==> src/rtl/l1a_match_rcvr_if.sv <==
// ---------------------------------------------------------------------------
// l1a_match_rcvr_if
//   Bundle between the trigger-control / readout-sequencer side and the
//   L1A match receiver.
//
//   master : trigger control + readout sequencer (drives L1A, L1A_MATCH, RD)
//   slave  : l1a_match_rcvr (drives DAV, DOUT, FULL, OVFL, DROPCNT)
//
//   L1A        L1A strobe, one-cycle pulse per event
//   L1A_MATCH  per-FEB match pulses {CFEB5..CFEB1, ALCT}
//   RD         pop strobe from the readout sequencer
//   DAV        FIFO non-empty; DOUT valid while high
//   DOUT       {TRUNC, L1ANUM[L1A_W-1:0], MATCH[5:0]} of the head entry
//   FULL       FIFO holds its maximum number of entries
//   OVFL       sticky drop flag
//   DROPCNT    saturating count of dropped entries
// ---------------------------------------------------------------------------
interface l1a_match_rcvr_if #(
  parameter int L1A_W = 24
);
  logic             L1A;
  logic [5:0]       L1A_MATCH;
  logic             RD;
  logic             DAV;
  logic [L1A_W+6:0] DOUT;
  logic             FULL;
  logic             OVFL;
  logic [7:0]       DROPCNT;

  modport master (
    output L1A, L1A_MATCH, RD,
    input  DAV, DOUT, FULL, OVFL, DROPCNT
  );

  modport slave (
    input  L1A, L1A_MATCH, RD,
    output DAV, DOUT, FULL, OVFL, DROPCNT
  );
endinterface

==> src/rtl/l1a_match_rcvr.sv <==
// ---------------------------------------------------------------------------
// l1a_match_rcvr
//   Receiving end of the trigger-control L1A/match interface. After every L1A
//   the six per-FEB L1A_MATCH bits are ORed over a window of MATCH_WIN clock
//   cycles (starting with the L1A cycle itself). The result is tagged with
//   the L1A event number and pushed into a show-ahead FIFO that the readout
//   sequencer pops once per event.
//
//   A new L1A arriving while a window is still open closes the current entry
//   early (TRUNC=1, only the bits gathered so far) and opens a fresh window.
//
// Ports
//   CLK   system clock, rising edge
//   RST   synchronous active-high reset; flushes the FIFO, discards any open
//         window, restarts the L1A counter and clears OVFL/DROPCNT
//   bus   l1a_match_rcvr_if.slave:
//           in : L1A, L1A_MATCH[5:0], RD
//           out: DAV, DOUT[L1A_W+6:0], FULL, OVFL, DROPCNT[7:0]
//
// Parameters
//   MATCH_WIN  window length in CLK cycles (2..15)
//   FIFO_AW    FIFO address width, depth = 2**FIFO_AW
//   L1A_W      width of the L1A event counter
// ---------------------------------------------------------------------------
module l1a_match_rcvr #(
  parameter int MATCH_WIN = 4,
  parameter int FIFO_AW   = 4,
  parameter int L1A_W     = 24
) (
  input logic             CLK,
  input logic             RST,
  l1a_match_rcvr_if.slave bus
);

  localparam int DW    = L1A_W + 7;
  localparam int DEPTH = 1 << FIFO_AW;

  typedef enum logic [0:0] {
    IDLE   = 1'b0,
    WINDOW = 1'b1
  } state_t;

  // ---------------------------------------------------------------------
  // Window FSM and L1A counter
  // ---------------------------------------------------------------------
  state_t           state;
  logic [3:0]       wcnt;
  logic [5:0]       acc;
  logic [L1A_W-1:0] l1a_cnt;
  logic [L1A_W-1:0] cur_num;

  logic             wr_en;
  logic [DW-1:0]    wr_data;

  // The write has to land in the same cycle the window closes (or is cut
  // short by a new L1A), so the write request is decoded from the current
  // FSM state rather than registered a cycle later.
  always_comb begin
    wr_en   = 1'b0;
    wr_data = {1'b0, cur_num, acc};
    if (state == WINDOW) begin
      if (wcnt == 4'(MATCH_WIN)) begin
        // Window complete. A coincident L1A still starts a new window, but
        // this entry saw its full window so it is not marked truncated.
        wr_en = 1'b1;
      end else if (bus.L1A) begin
        wr_en   = 1'b1;
        wr_data = {1'b1, cur_num, acc};
      end
    end
  end

  always_ff @(posedge CLK) begin
    // Datapath registers carry no reset: acc and cur_num are only consumed
    // while in WINDOW, and every entry into WINDOW reloads them.
    if (bus.L1A) begin
      acc     <= bus.L1A_MATCH;
      cur_num <= l1a_cnt;
    end else begin
      acc     <= acc | bus.L1A_MATCH;
    end

    if (RST) begin
      state   <= IDLE;
      wcnt    <= '0;
      l1a_cnt <= '0;
    end else begin
      // Every L1A consumes a number, whether or not its entry survives.
      if (bus.L1A) begin
        l1a_cnt <= l1a_cnt + L1A_W'(1);
      end

      case (state)
        IDLE: begin
          if (bus.L1A) begin
            state <= WINDOW;
            wcnt  <= 4'd1;
          end
        end
        WINDOW: begin
          if (bus.L1A) begin
            wcnt <= 4'd1;
          end else if (wcnt == 4'(MATCH_WIN)) begin
            state <= IDLE;
          end else begin
            wcnt <= wcnt + 4'd1;
          end
        end
        default: begin
          state <= IDLE;
        end
      endcase
    end
  end

  // ---------------------------------------------------------------------
  // Show-ahead FIFO
  // ---------------------------------------------------------------------
  logic [DW-1:0]    mem [DEPTH];
  logic [FIFO_AW:0] wptr;
  logic [FIFO_AW:0] rptr;
  logic [DW-1:0]    last;
  logic [7:0]       dropcnt;
  logic             ovfl;
  logic             empty;
  logic             full;
  logic             pop;
  logic             push;
  logic             drop;

  // One extra pointer bit distinguishes full from empty when the address
  // bits coincide.
  assign empty = (wptr == rptr);
  assign full  = (wptr[FIFO_AW] != rptr[FIFO_AW]) &&
                 (wptr[FIFO_AW-1:0] == rptr[FIFO_AW-1:0]);

  assign pop  = bus.RD && !empty;
  // A pop in the same cycle frees the slot, so a write while full still fits.
  assign push = wr_en && (!full || pop);
  assign drop = wr_en && full && !pop;

  always_ff @(posedge CLK) begin
    if (push) begin
      mem[wptr[FIFO_AW-1:0]] <= wr_data;
    end
  end

  always_ff @(posedge CLK) begin
    if (RST) begin
      wptr    <= '0;
      rptr    <= '0;
      last    <= '0;
      ovfl    <= 1'b0;
      dropcnt <= '0;
    end else begin
      if (push) begin
        wptr <= wptr + (FIFO_AW + 1)'(1);
      end
      if (pop) begin
        rptr <= rptr + (FIFO_AW + 1)'(1);
        // Keep a copy of the entry leaving the head so DOUT can keep showing
        // it once the FIFO runs empty.
        last <= mem[rptr[FIFO_AW-1:0]];
      end
      if (drop) begin
        ovfl <= 1'b1;
        if (dropcnt != 8'hFF) begin
          dropcnt <= dropcnt + 8'd1;
        end
      end
    end
  end

  assign bus.DAV     = !empty;
  assign bus.DOUT    = empty ? last : mem[rptr[FIFO_AW-1:0]];
  assign bus.FULL    = full;
  assign bus.OVFL    = ovfl;
  assign bus.DROPCNT = dropcnt;

endmodule
==> src/flat_wrapper.sv <==
// flat-port wrapper written by rule: the top's interface ports become plain ports
module l1a_match_rcvr_flat 
#(
  parameter int MATCH_WIN = 4,
  parameter int FIFO_AW   = 4,
  parameter int L1A_W     = 24
)
  (CLK, RST, bus_L1A, bus_L1A_MATCH, bus_RD, bus_DAV, bus_DOUT, bus_FULL, bus_OVFL, bus_DROPCNT);
  l1a_match_rcvr_if #(.L1A_W(L1A_W)) bus_i ();
  input logic CLK;
  input logic RST;
  input wire logic [$bits(bus_i.L1A)-1:0] bus_L1A;
  input wire logic [$bits(bus_i.L1A_MATCH)-1:0] bus_L1A_MATCH;
  input wire logic [$bits(bus_i.RD)-1:0] bus_RD;
  output wire logic [$bits(bus_i.DAV)-1:0] bus_DAV;
  output wire logic [$bits(bus_i.DOUT)-1:0] bus_DOUT;
  output wire logic [$bits(bus_i.FULL)-1:0] bus_FULL;
  output wire logic [$bits(bus_i.OVFL)-1:0] bus_OVFL;
  output wire logic [$bits(bus_i.DROPCNT)-1:0] bus_DROPCNT;
  assign bus_i.L1A = bus_L1A;
  assign bus_i.L1A_MATCH = bus_L1A_MATCH;
  assign bus_i.RD = bus_RD;
  assign bus_DAV = bus_i.DAV;
  assign bus_DOUT = bus_i.DOUT;
  assign bus_FULL = bus_i.FULL;
  assign bus_OVFL = bus_i.OVFL;
  assign bus_DROPCNT = bus_i.DROPCNT;
  l1a_match_rcvr #(.MATCH_WIN(MATCH_WIN), .FIFO_AW(FIFO_AW), .L1A_W(L1A_W)) u_core (.CLK(CLK), .RST(RST), .bus(bus_i));
endmodule
==> config.mk <==
export PLATFORM = sky130hd
export DESIGN_NAME = l1a_match_rcvr_flat
export DESIGN_NICKNAME = d
export VERILOG_FILES = /design/src/rtl/l1a_match_rcvr_if.sv /design/src/rtl/l1a_match_rcvr.sv /design/src/flat_wrapper.sv
export SDC_FILE = /design/constraint.sdc
export NUM_CORES = 1
export LEC_CHECK = 0
export CORE_ASPECT_RATIO = 0.7
export CORE_MARGIN = 3
export CORE_UTILIZATION = 45
export CTS_BUF_LIST = sky130_fd_sc_hd__clkbuf_8
export DETAILED_ROUTE_END_ITERATION = 7
export SLEW_MARGIN = 5
export SYNTH_ARGS = -nofsm -noshare
export SYNTH_HDL_FRONTEND = slang
export SYNTH_SLANG_ARGS = --single-unit
==> constraint.sdc <==
create_clock -name CLK -period 6.3 [get_ports CLK]
set_input_delay 1.89 -clock CLK [delete_from_list [all_inputs] [get_ports CLK]]
set_output_delay 1.89 -clock CLK [all_outputs]
set_load 0.05 [all_outputs]
# [Word-level counts from Yosys, hierarchy flattened]
# Memories as Yosys holds them, arrays and structs flattened. A register that Yosys moved wholly into a read port is not among the register bits.
# Index checks and enable logic that the tools add are counted.
# Widths: inputs -> output; s select.
[word_totals] mem_bits_rw=496 register_bits=109 input_bits=10 wordCells=55 output_inout_bits=42 n_memories=1
[mem_list] name="u_core.mem" depth=16 width=31 read_ports=1 rd_ports_with_merged_regs=1 wr=1 line="l1a_match_rcvr.sv:119" source="logic [DW-1:0] mem [DEPTH];"
[op_classes] n_bitwise=2 n_eq_ne=7 muxes=19 n_addsub=5 reduce_logical=11
[ops] cell="$mux 31" n=4
[ops] cell="$add 24x1->24 const B" n=1
[ops] cell="$mux 4" n=5
[ops] cell="$add 5x1->5 const B" n=2
[ops] cell="$add 8x1->8 const B" n=1
[ops] cell="$ne 8x8->1 const B" n=1
[ops] cell="$pmux 4 s2" n=1
[ops] cell="$mux 1" n=7
[ops] cell="$mux 6" n=1
[ops] cell="$or 6x6->6" n=1
[ops] cell="$eq 5x5->1" n=1
[ops] cell="$logic_and 1x1->1" n=5
[ops] cell="$add 4x1->4 const B" n=1
[ops] cell="$eq 4x3->1 const B" n=1
[ops] cell="$eq 4x4->1" n=1
[ops] cell="$reduce_and 2->1" n=2
[ops] cell="$logic_not 1->1" n=3
[ops] cell="$ne 3x3->1 const B" n=1
[ops] cell="$ne 2x2->1 const B" n=1
[ops] cell="$pmux 1 s2" n=1
[ops] cell="$logic_or 1x1->1" n=1
[ops] cell="$ne 1x1->1" n=1
[ops] cell="$not 1->1" n=1

# [Depth between registers and ports, before layout]
# Gate-level depths: netlist of the first run.
[depth] depth_word=7 mapped_depth=8 depth_no_buf=7

# [Least setup slack after synthesis of the first run]
# Ideal clock, no wire load.
[synth_path] path_type="input to register" startpoint="in bus_L1A" endpoint="mem u_core.mem[3][0] (netlist name) (enable)" slack_ns=1.251 cell_stages=4 arrival_time_ns=4.591 path_cell_list="o21ai_0 > a31oi_4 > nand2_1 > nor3_1"
[synth_between] elab_chain_len=6
[synth_lines] element="start, declared" line="flat_wrapper.sv:12" source="input wire logic [$bits(bus_i.L1A)-1:0] bus_L1A;"
[synth_lines] element="$mux 1" line="l1a_match_rcvr.sv:66" source="end else if (bus.L1A) begin"
[synth_lines] element="$mux 1" line="l1a_match_rcvr.sv:62" source="if (wcnt == 4'(MATCH_WIN)) begin"
[synth_lines] element="$mux 1" line="l1a_match_rcvr.sv:61" source="if (state == WINDOW) begin"
[synth_lines] element="$logic_and 1x1->1" line="l1a_match_rcvr.sv:139" source="assign push = wr_en && (!full || pop);"
[synth_lines] element="$mux 1" line="l1a_match_rcvr.sv:143" source="if (push) begin"
[synth_lines] element="$mux 1 (implied by the code)" line="l1a_match_rcvr.sv:144" source="mem[wptr[FIFO_AW-1:0]] <= wr_data;"
[synth_lines] element="end, declared" line="l1a_match_rcvr.sv:119"
# Every way passes these cells.

# [Final worst setup path of the first run]
[layout_path] startpoint="reg u_core.wptr[2]" endpoint="out bus_DOUT[15]"
[layout_between] elab_chain_len=2
[layout_lines] element="start, declared" line="l1a_match_rcvr.sv:120" source="logic [FIFO_AW:0] wptr;"
[layout_lines] element="start signal, assigned" line="l1a_match_rcvr.sv:157" source="wptr <= wptr + (FIFO_AW + 1)'(1);"
[layout_lines] element="$eq 5x5->1" line="l1a_match_rcvr.sv:133" source="assign empty = (wptr == rptr);"
[layout_lines] element="$mux 31" line="l1a_match_rcvr.sv:175" source="assign bus.DOUT = empty ? last : mem[rptr[FIFO_AW-1:0]];"
[layout_lines] element="end, declared" line="flat_wrapper.sv:16" source="output wire logic [$bits(bus_i.DOUT)-1:0] bus_DOUT;"
# Every way passes these cells.

==> results of run 1 <==
power by group:
part	switching, mW	internal [mW]	leakage [nW]
clock network	1.47	1.48	1.00
logic	0.473	0.376	2.00
registers	0.0736	4.40	5.49
total	2.01	6.26	8.49
per-layer routing:
layer  global-route usage [%]  part of all wire, %
met5                        0                    0
met2                    30.60                   47
met1                    29.22                   46
met3                    3.979                  6.0
met4                    5.157                  1.7
layout make-up:
| type | count | area [um2] | share of cell area, % |
|---|---|---|---|
| flip-flops and latches | 609 | 17400 | 65.77 |
| inverters | 14 | 52.55 | 0.1986 |
| repair buffers | 84 | 825.8 | 3.121 |
| well taps | 674 | 843.3 | 3.187 |
| multi-input cells | 564 | 5687 | 21.49 |
| clock inverters | 71 | 327.8 | 1.239 |
| clock buffers | 96 | 1321 | 4.993 |
worst paths after layout:
path,to
setup / recovery,bus_DOUT[15]
hold / removal,u_core.bus.OVFL
setup reg to reg,u_core.mem[11][6]
hold reg to reg,u_core.bus.OVFL
cells in the final DEF (no fill, tap or decap), types with 9 or more instances in the layout:
cell,n
xnor2_1,19
inv_1,59
nor3_1,14
dfxtp_1,87
xor2_1,11
clkbuf_8,96
and3_2,15
nand4_1,13
nand2_1,104
clkinv_1,19
ha_1,9
nor2_1,39
buf_4,28
a21oi_1,44
mux4_2,124
edfxtp_1,520
a22oi_1,62
clkdlybuf4s50_1,49
mux2_2,35
state kept, by name, indices dropped and copies added, names as in the netlist, named ones only:
name / cells
u_core.bus.OVFL: 1
u_core.acc: 6
u_core.bus.DROPCNT: 8
u_core.last: 31
u_core.mem: 496
u_core.rptr: 5
u_core.state: 1
u_core.cur_num: 24
u_core.wptr: 5
u_core.wcnt: 4
u_core.l1a_cnt: 24
logic make-up after synthesis:
group                      Yosys count
AOI/OAI and AO/OA                  128
xor gates and xnor gates            34
adders and majority gates            9
buffers and inverters               81
DFF                                609
muxes                              162
and+or+nand+nor                    231
worst reg2reg max path: cells and delay by family, from the launching register on:
| family | cells | cell delay (ns) |
|---|---|---|
| DFF | 1 | 0.57 |
| buffers and inverters | 1 | 0.49 |
| and+or+nand+nor | 2 | 1.08 |
| xor gates and xnor gates | 1 | 0.13 |
| AOI/OAI and AO/OA | 1 | 0.46 |
==> flow_summary.toml, run 1 <==
[floorplanning]
io_pins = 52
die_area_um2 = 54730
fp.dieW_um = 278.3
initial_core_util_pct = 45.79
rows = 69
core_area_um2 = 51020
die_h_um = 196.6

[worst_setup_path]
slowest_stage = "clkdlybuf4s50_1"
cp.required_ns = 4.41
worstPathArrival_ns = 3.81
r2r_slack_ns = 3.19
start_kind = "flop"
r2r_start = "u_core.wptr[2]"
crit_fanout = 32
startpoint = "u_core.wptr[2]"
reg2reg_depth = 5
cp-end-kind = "output port"
cp_slowest_stage_delay_ns = 0.82
cp.depth = 5
critical_path_class = "reg2out"
path_cells = "xnor2_4 > and4_1 > nand2_2 > mux2_2 > clkdlybuf4s50_1"
crit_family = "simple AND/OR/NAND/NOR gates"
critPathBufInv = 1

[clock_network]
cts_buffer_depth = 3
post_cts_resized = 0
insertion_delay_ns = 0.66
numCtsBuffers = 92
cts_setup_buffers = 0
cts_tree = "done"
cts-root-buf = "clkbuf_8"
cts_hold_buf = 0
clock-sinks = 609
htree_levels = 3
cts.clk_slew.worst_paths_ns = 0.06

[sta]
fin_ws_ns = 0.6028
fin_skew_ns = 0.01783
worstMarginPinSlew_ns = 1.145
hold_ws_ns = 0.4460
period_share_pct = 90.43
finalMaxSlewViolations = 0
fmaxAchievable_mhz = 175.5
tns_ns = 0
period_needed_ns = 5.697
finalHoldViolCount = 0
relSlewSlack_pct = 23.40
rsz0062_at_grt = "false"
setup_viol = 0

[synth]
yosys-top-cells-count = "edfxtp_1, mux4_2, nand2_1"
yosysTopAreaCell = "edfxtp_1"
synth.area.top_cells = "edfxtp_1, mux4_2, dfxtp_1, a22oi_1, mux2_2"
synth_edf_count = 520
yosysSeqAreaShare_pct = 74.46
synth_warnings = 0
synth_xor_area_share_pct = 1.500
syn_avg_cell_area_um2 = 18.63
synth_top_family_by_area = "multiplexers"
synth_seq_cells = 609
synthAdderAreaFrac_pct = 0.4820
yosysMostFrequentCell = "edfxtp_1"
yosys_most_used_dff = "edfxtp_1"
synth_mux_area_share_pct = 13.77
async_flop_share_pct = 0
synth_top_area_share_pct = 66.84
synthSimpleGateAreaFrac_pct = 4.686
syn_nets = 1273
synth.distinct_cells = 45
synth-compound-area-share_pct = 3.610
synth_cells = 1254
synthesis.area_um2 = 23360

[drt]
drtIter0Drc = 1085
dr.pass1.iters = 5
routedWlPerCell_um = 25.17
ant_nets = 0
viasPerCell = 5.630
post-route-drc-count = 0
routed_wl_mm = 53.15
num_vias = 11890

[power_and_ir_drop]
power_mw = 8.276
max-vdd-ir-drop_mv = 0.1824
power.density_nw_per_um2 = 312.8
p_leak_nw = 8.490

[grt]
grt_pass1_wl_mm = 79.46
grt_usage_pct = 19.81
grt_pass1_vias = 12250
grt_max_degree = 85
grt_overflow = 0
antenna_found_initial = 0

[cells_and_area]
final_cell_count_no_fill = 2112
fin_util_pct = 51.86
syn_to_final_growth_pct = 13.27
antenna_cells = 0
final_area_um2 = 26460
fill_cells = 4087
nets = 1384
layout-drive-gt1-share_pct = 22.88

[placement]
place_inst = 1945
placed_cell_area_um2 = 24810
place_congestion = 0.7519
post-place-ws_ns = 1.248
dp_hpwl_mm = 28.41
placement.io_buffers = 51

[job]
maxCapViolCount = 0

[min_path]
hp-class = "reg2reg"
hold_depth = 2
hp-start = "u_core.bus.OVFL"

[outcome]
status = "finished clean"
No activity file was read; power rests on OpenSTA's default activity.
==> inputs of run 2 (changes only) <==
CTS_BUF_LIST = not set   (was sky130_fd_sc_hd__clkbuf_8)
==> run 2 against run 1 <==
Fmax rose by 1.6%. Largest cell class unchanged. Sequential cell count did not move. Clock-buffer cell count fell by 23. Utilization rose by 0.48 points. Die area did not move. Worst hold slack got worse by 0.0014 ns. Setup slack improved by 0.089 ns. Clock skew rose by 0.0014 ns. Sequential share of layout area fell by 0.60 points. Via count fell by 1.4%. Cell area rose by 0.92%. Clock power rose by 17%.
==> flow_summary.toml, run 2 (same netlist as run 1, synthesis figures left out) <==
[placement]
place_congestion = 0.7519
placed_cell_area_um2 = 24810
dp_hpwl_mm = 28.41
placement.io_buffers = 51

[drt]
num_vias = 11730
dr.pass1.iters = 5
drtIter0Drc = 983
post-route-drc-count = 0
routedWlPerCell_um = 25.45
ant_nets = 0
routed_wl_mm = 52.24
viasPerCell = 5.712

[power_and_ir_drop]
power_mw = 8.781
max-vdd-ir-drop_mv = 0.2107
p_leak_nw = 8.406
power.density_nw_per_um2 = 328.8

[worst_setup_path]
path_cells = "xnor2_4 > and4_1 > nand2_2 > mux2_2 > clkdlybuf4s50_1"
cp_slowest_stage_delay_ns = 0.82
cp.required_ns = 4.41
slowest_stage = "clkdlybuf4s50_1"
worstPathArrival_ns = 3.72
crit_fanout = 32
reg2reg_depth = 5
start_kind = "flop"
critical_path_class = "reg2out"
cp-end-kind = "output port"

[clock_network]
cts.clk_slew.worst_paths_ns = 0.06
cts_buffer_depth = 3
cts_tree = "done"
htree_levels = 2
clock-sinks = 609
numCtsBuffers = 57
cts_setup_buffers = 0
cts_hold_buf = 0
insertion_delay_ns = 0.59
post_cts_resized = 0
cts-root-buf = "clkbuf_16"

[sta]
worstMarginPinSlew_ns = 1.120
relSlewSlack_pct = 25.06
fmaxAchievable_mhz = 178.3
period_share_pct = 89.02
rsz0062_at_grt = "false"
hold_ws_ns = 0.4446
setup_viol = 0
fin_skew_ns = 0.01923
finalMaxSlewViolations = 0
tns_ns = 0
finalHoldViolCount = 0
period_needed_ns = 5.608

[min_path]
hold_depth = 2
hp-class = "reg2reg"

[cells_and_area]
largest_reg_flops = 496
syn_to_final_growth_pct = 14.31
nets = 1349
final_area_um2 = 26700
antenna_cells = 0
layout_common_cells = "edfxtp_1, mux4_2, nand2_1"
layout-drive-gt1-share_pct = 22.63
final_common_cell = "edfxtp_1"

[grt]
grt_max_degree = 85
grt_overflow = 0
grt_pass1_vias = 11920
antenna_found_initial = 0
grt_pass1_wl_mm = 78.81
grt_usage_pct = 19.44

[floorplanning]
core_area_um2 = 51020
rows = 69
die_h_um = 196.6
io_pins = 52
initial_core_util_pct = 45.79
fp.dieW_um = 278.3
die_area_um2 = 54730

[outcome]
status = "finished clean"

[job]
maxCapViolCount = 0
## run 2: changes by cell type in the layout (fill, tap and decap cells not counted)
cell        previous run  this run
clkbuf_8              96         2
clkbuf_16              0        57
inv_1                 59        14
clkbuf_1               0        14
clkinv_1              19         8
clkinv_2               4        11
bufinv_16              2         7
inv_6                  0         3
clkinv_8               0         2
clkinvlp_4             1         3
clkinv_4               0         1
## run 2: critical path: cells and delay by family (launching register included)
family	cells	cell delay [ns]
buffers and inverters	1	0.82
DFF	1	0.57
xor gates and xnor gates	1	0.18
muxes	1	0.46
and+or+nand+nor	2	1.09
## run 2: through the flow
step / worst slack (ns) / std cells / util (%)
4_1_cts: 0.5877 / 2053 / 52.34
6_report: 0.6917 / 2053 / 52.34
5_1_grt: 0.4509 / 2053 / 52.34
3_5_place_dp: 1.248 / 1945 / 48.63
3_3_place_gp: 1.287 / 1945 / 48.63
2_1_floorplan: 1.251 / 1254 / -
## run 2: cell type report
cell class                 count  area [um2]
fill                        4014       24320
sequential                   609       17400
multi-input combinational    564        5687
clock buffer                  73        1506
tap                          674       843.3
timing repair buffer          84       825.8
clock inverter                35       385.4
inverter                      14       52.55
## run 2: power by group
part,internal [mW],switching [mW],leakage (nW)
combinational,0.376,0.473,2.00
sequential,4.40,0.0734,5.49
clock,1.99,1.47,0.920
## run 2: final timing paths
path	slack (ns)	end	from
min	0.44	u_core.bus.OVFL	u_core.bus.OVFL
min reg2reg	0.44	u_core.bus.OVFL	u_core.bus.OVFL
max	0.69	bus_DOUT[15]	u_core.wptr[2]
max reg2reg	3.21	u_core.mem[11][21]	u_core.wptr[2]
## run 2: layer usage
metal	vias to the layer above	GRT usage (%)	share of wire, %
li1	5170	-	-
met1	6146	28.90	45
met2	344	30.69	47
met3	67	3.552	6.1
met4	0	3.634	1.5
met5	-	0	0
==> inputs of run 3 (changes only) <==
CORE_MARGIN = 5   (was 3)
==> run 3 against run 2 <==
Via count increased by 1.1%. Cell area decreased by 0.23%. Combinational power about the same. Clock power decreased by 2%. Clock-buffer cell count increased by 8. Largest power group unchanged. Sequential share of layout area increased by 0.15 points. Non-clock buffer count increased by 3. Total power decreased by 0.83%.
==> flow_summary.toml, run 3 (same netlist as run 1, synthesis figures left out) <==
[worst_setup_path]
worstPathArrival_ns = 3.72
critical_path_class = "reg2out"
crit_family = "buffers and inverters"
cp_slowest_stage_delay_ns = 0.81
cp-end-kind = "output port"
cp.required_ns = 4.41
crit_fanout = 17
path_cells = "xnor2_4 > and4_1 > nand2_2 > buf_4 > mux2_2 > clkdlybuf4s50_1"
start_kind = "flop"
critPathBufInv = 2
slowest_stage = "clkdlybuf4s50_1"

[floorplanning]
die_area_um2 = 56650
fp.dieW_um = 282.3
die_h_um = 200.6
core_area_um2 = 51020
initial_core_util_pct = 45.79
io_pins = 52
rows = 69

[sta]
worstMarginPinSlew_ns = 0.8788
tns_ns = 0
finalHoldViolCount = 0
rsz0062_at_grt = "false"
setup_viol = 0
relSlewSlack_pct = 41.41
fin_skew_ns = 0.02487
period_needed_ns = 5.606
period_share_pct = 88.98
fin_ws_ns = 0.6940
finalMaxSlewViolations = 0
fmaxAchievable_mhz = 178.4

[drt]
post-route-drc-count = 0
ant_nets = 0
routed_wl_mm = 53.32
viasPerCell = 5.779
num_vias = 11860
drtIter0Drc = 1156
routedWlPerCell_um = 25.98
dr.pass1.iters = 5

[power_and_ir_drop]
p_leak_nw = 8.406
pwr-share-seq_pct = 51.3
power.density_nw_per_um2 = 326.9
p_sw_share_pct = 22.91
p_sw_mw = 1.995
power.share.combinational_pct = 9.8
clkPwrFrac_pct = 38.9
power_mw = 8.708
internal_power_mw = 6.713
max-vdd-ir-drop_mv = 0.1823

[cells_and_area]
layout-drive-gt1-share_pct = 22.86
final_common_cell = "edfxtp_1"
final_cell_count_no_fill = 2052
layout_common_cells = "edfxtp_1, mux4_2, nand2_1"
antenna_cells = 0
syn_to_final_growth_pct = 14.04
largest_reg_flops = 496
nets = 1351

[clock_network]
numCtsBuffers = 56
clock-sinks = 609
cts-root-buf = "clkbuf_16"
cts_buffer_depth = 3
htree_levels = 2
post_cts_resized = 0
cts.clk_slew.worst_paths_ns = 0.06
cts_hold_buf = 0
cts_setup_buffers = 0
cts_tree = "done"
insertion_delay_ns = 0.59

[grt]
grt_pass1_wl_mm = 78.80
grt_max_degree = 56
grt_pass1_vias = 11890
grt_usage_pct = 18.73
grt_overflow = 0
antenna_found_initial = 0

[placement]
place_inst = 1948
placement.io_buffers = 51
place_congestion = 0.7435
post-place-ws_ns = 1.250
dp_hpwl_mm = 29.19

[min_path]
hp-class = "reg2reg"

[job]
maxCapViolCount = 0

[outcome]
status = "finished clean"
==> run 3: cell count changes in the layout (fill, tap and decap cells not counted) <==
cell,change
clkbuf_16,-1
clkinv_2,-2
buf_12,-3
buf_4,+6
clkbuf_4,+1
bufinv_16,-3
clkinv_1,-3
clkbuf_8,+9
clkinv_8,-1
clkbuf_1,-1
clkinvlp_4,-3
==> run 3: final cells by class <==
class	instances	area, um2
inverter	14	52.55
clock inverter	23	235.2
tap	674	843.3
clock buffer	81	1609
multi-input combinational	564	5687
timing repair buffer	87	810.8
sequential	609	17400
fill	4003	24380
==> run 3: stage by stage <==
step                cell area (um2)  utilization (%)  hold WS (ns)
global placement              24800            48.60        0.4337
detailed placement            24800            48.60        0.4456
global route                  26640            52.22        0.4674
finish                        26640            52.22        0.4513
floorplan                     23360                -        0.4292
CTS                           26640            52.22        0.4545
==> run 3: final timing paths <==
path | endpoint | slack, ns | cells past startpoint | startpoint
setup / recovery | bus_DOUT[6] | 0.69 | 6 | u_core.wptr[2]
hold / removal | u_core.last[16] | 0.45 | 2 | u_core.last[16]
setup reg to reg | u_core.mem[15][16] | 3.21 | 5 | u_core.wptr[2]
hold reg to reg | u_core.last[16] | 0.45 | 2 | u_core.last[16]
==> run 3: power by group through the flow <==
stage / registers [mW] / logic (mW) / clock network, mW
after floorplan: 4.52 / 0.646 / 0
after global placement: 4.56 / 0.859 / 0
after detailed placement: 4.56 / 0.865 / 0
after CTS: 4.47 / 0.868 / 3.45
after global routing: 4.48 / 0.907 / 3.62
final: 4.47 / 0.852 / 3.38
==> run 3: per-layer routing <==
| layer | global-route usage [%] | vias up | routed length [um] |
|---|---|---|---|
| li1 | - | 5168 | - |
| met1 | 29.02 | 6249 | 24660 |
| met2 | 28.60 | 380 | 24660 |
| met3 | 3.069 | 61 | 3208 |
| met4 | 3.565 | 0 | 788 |
| met5 | 0 | - | 0 |
==> run 3: worst reg2reg max path, delay by kind of cell (launching register included) <==
family | cells | cell delay (ns)
AO/OA/AOI/OAI | 1 | 0.44
XOR/XNOR | 1 | 0.14
buffers and inverters | 1 | 0.41
flip-flops | 1 | 0.60
AND/OR/NAND/NOR | 2 | 1.17
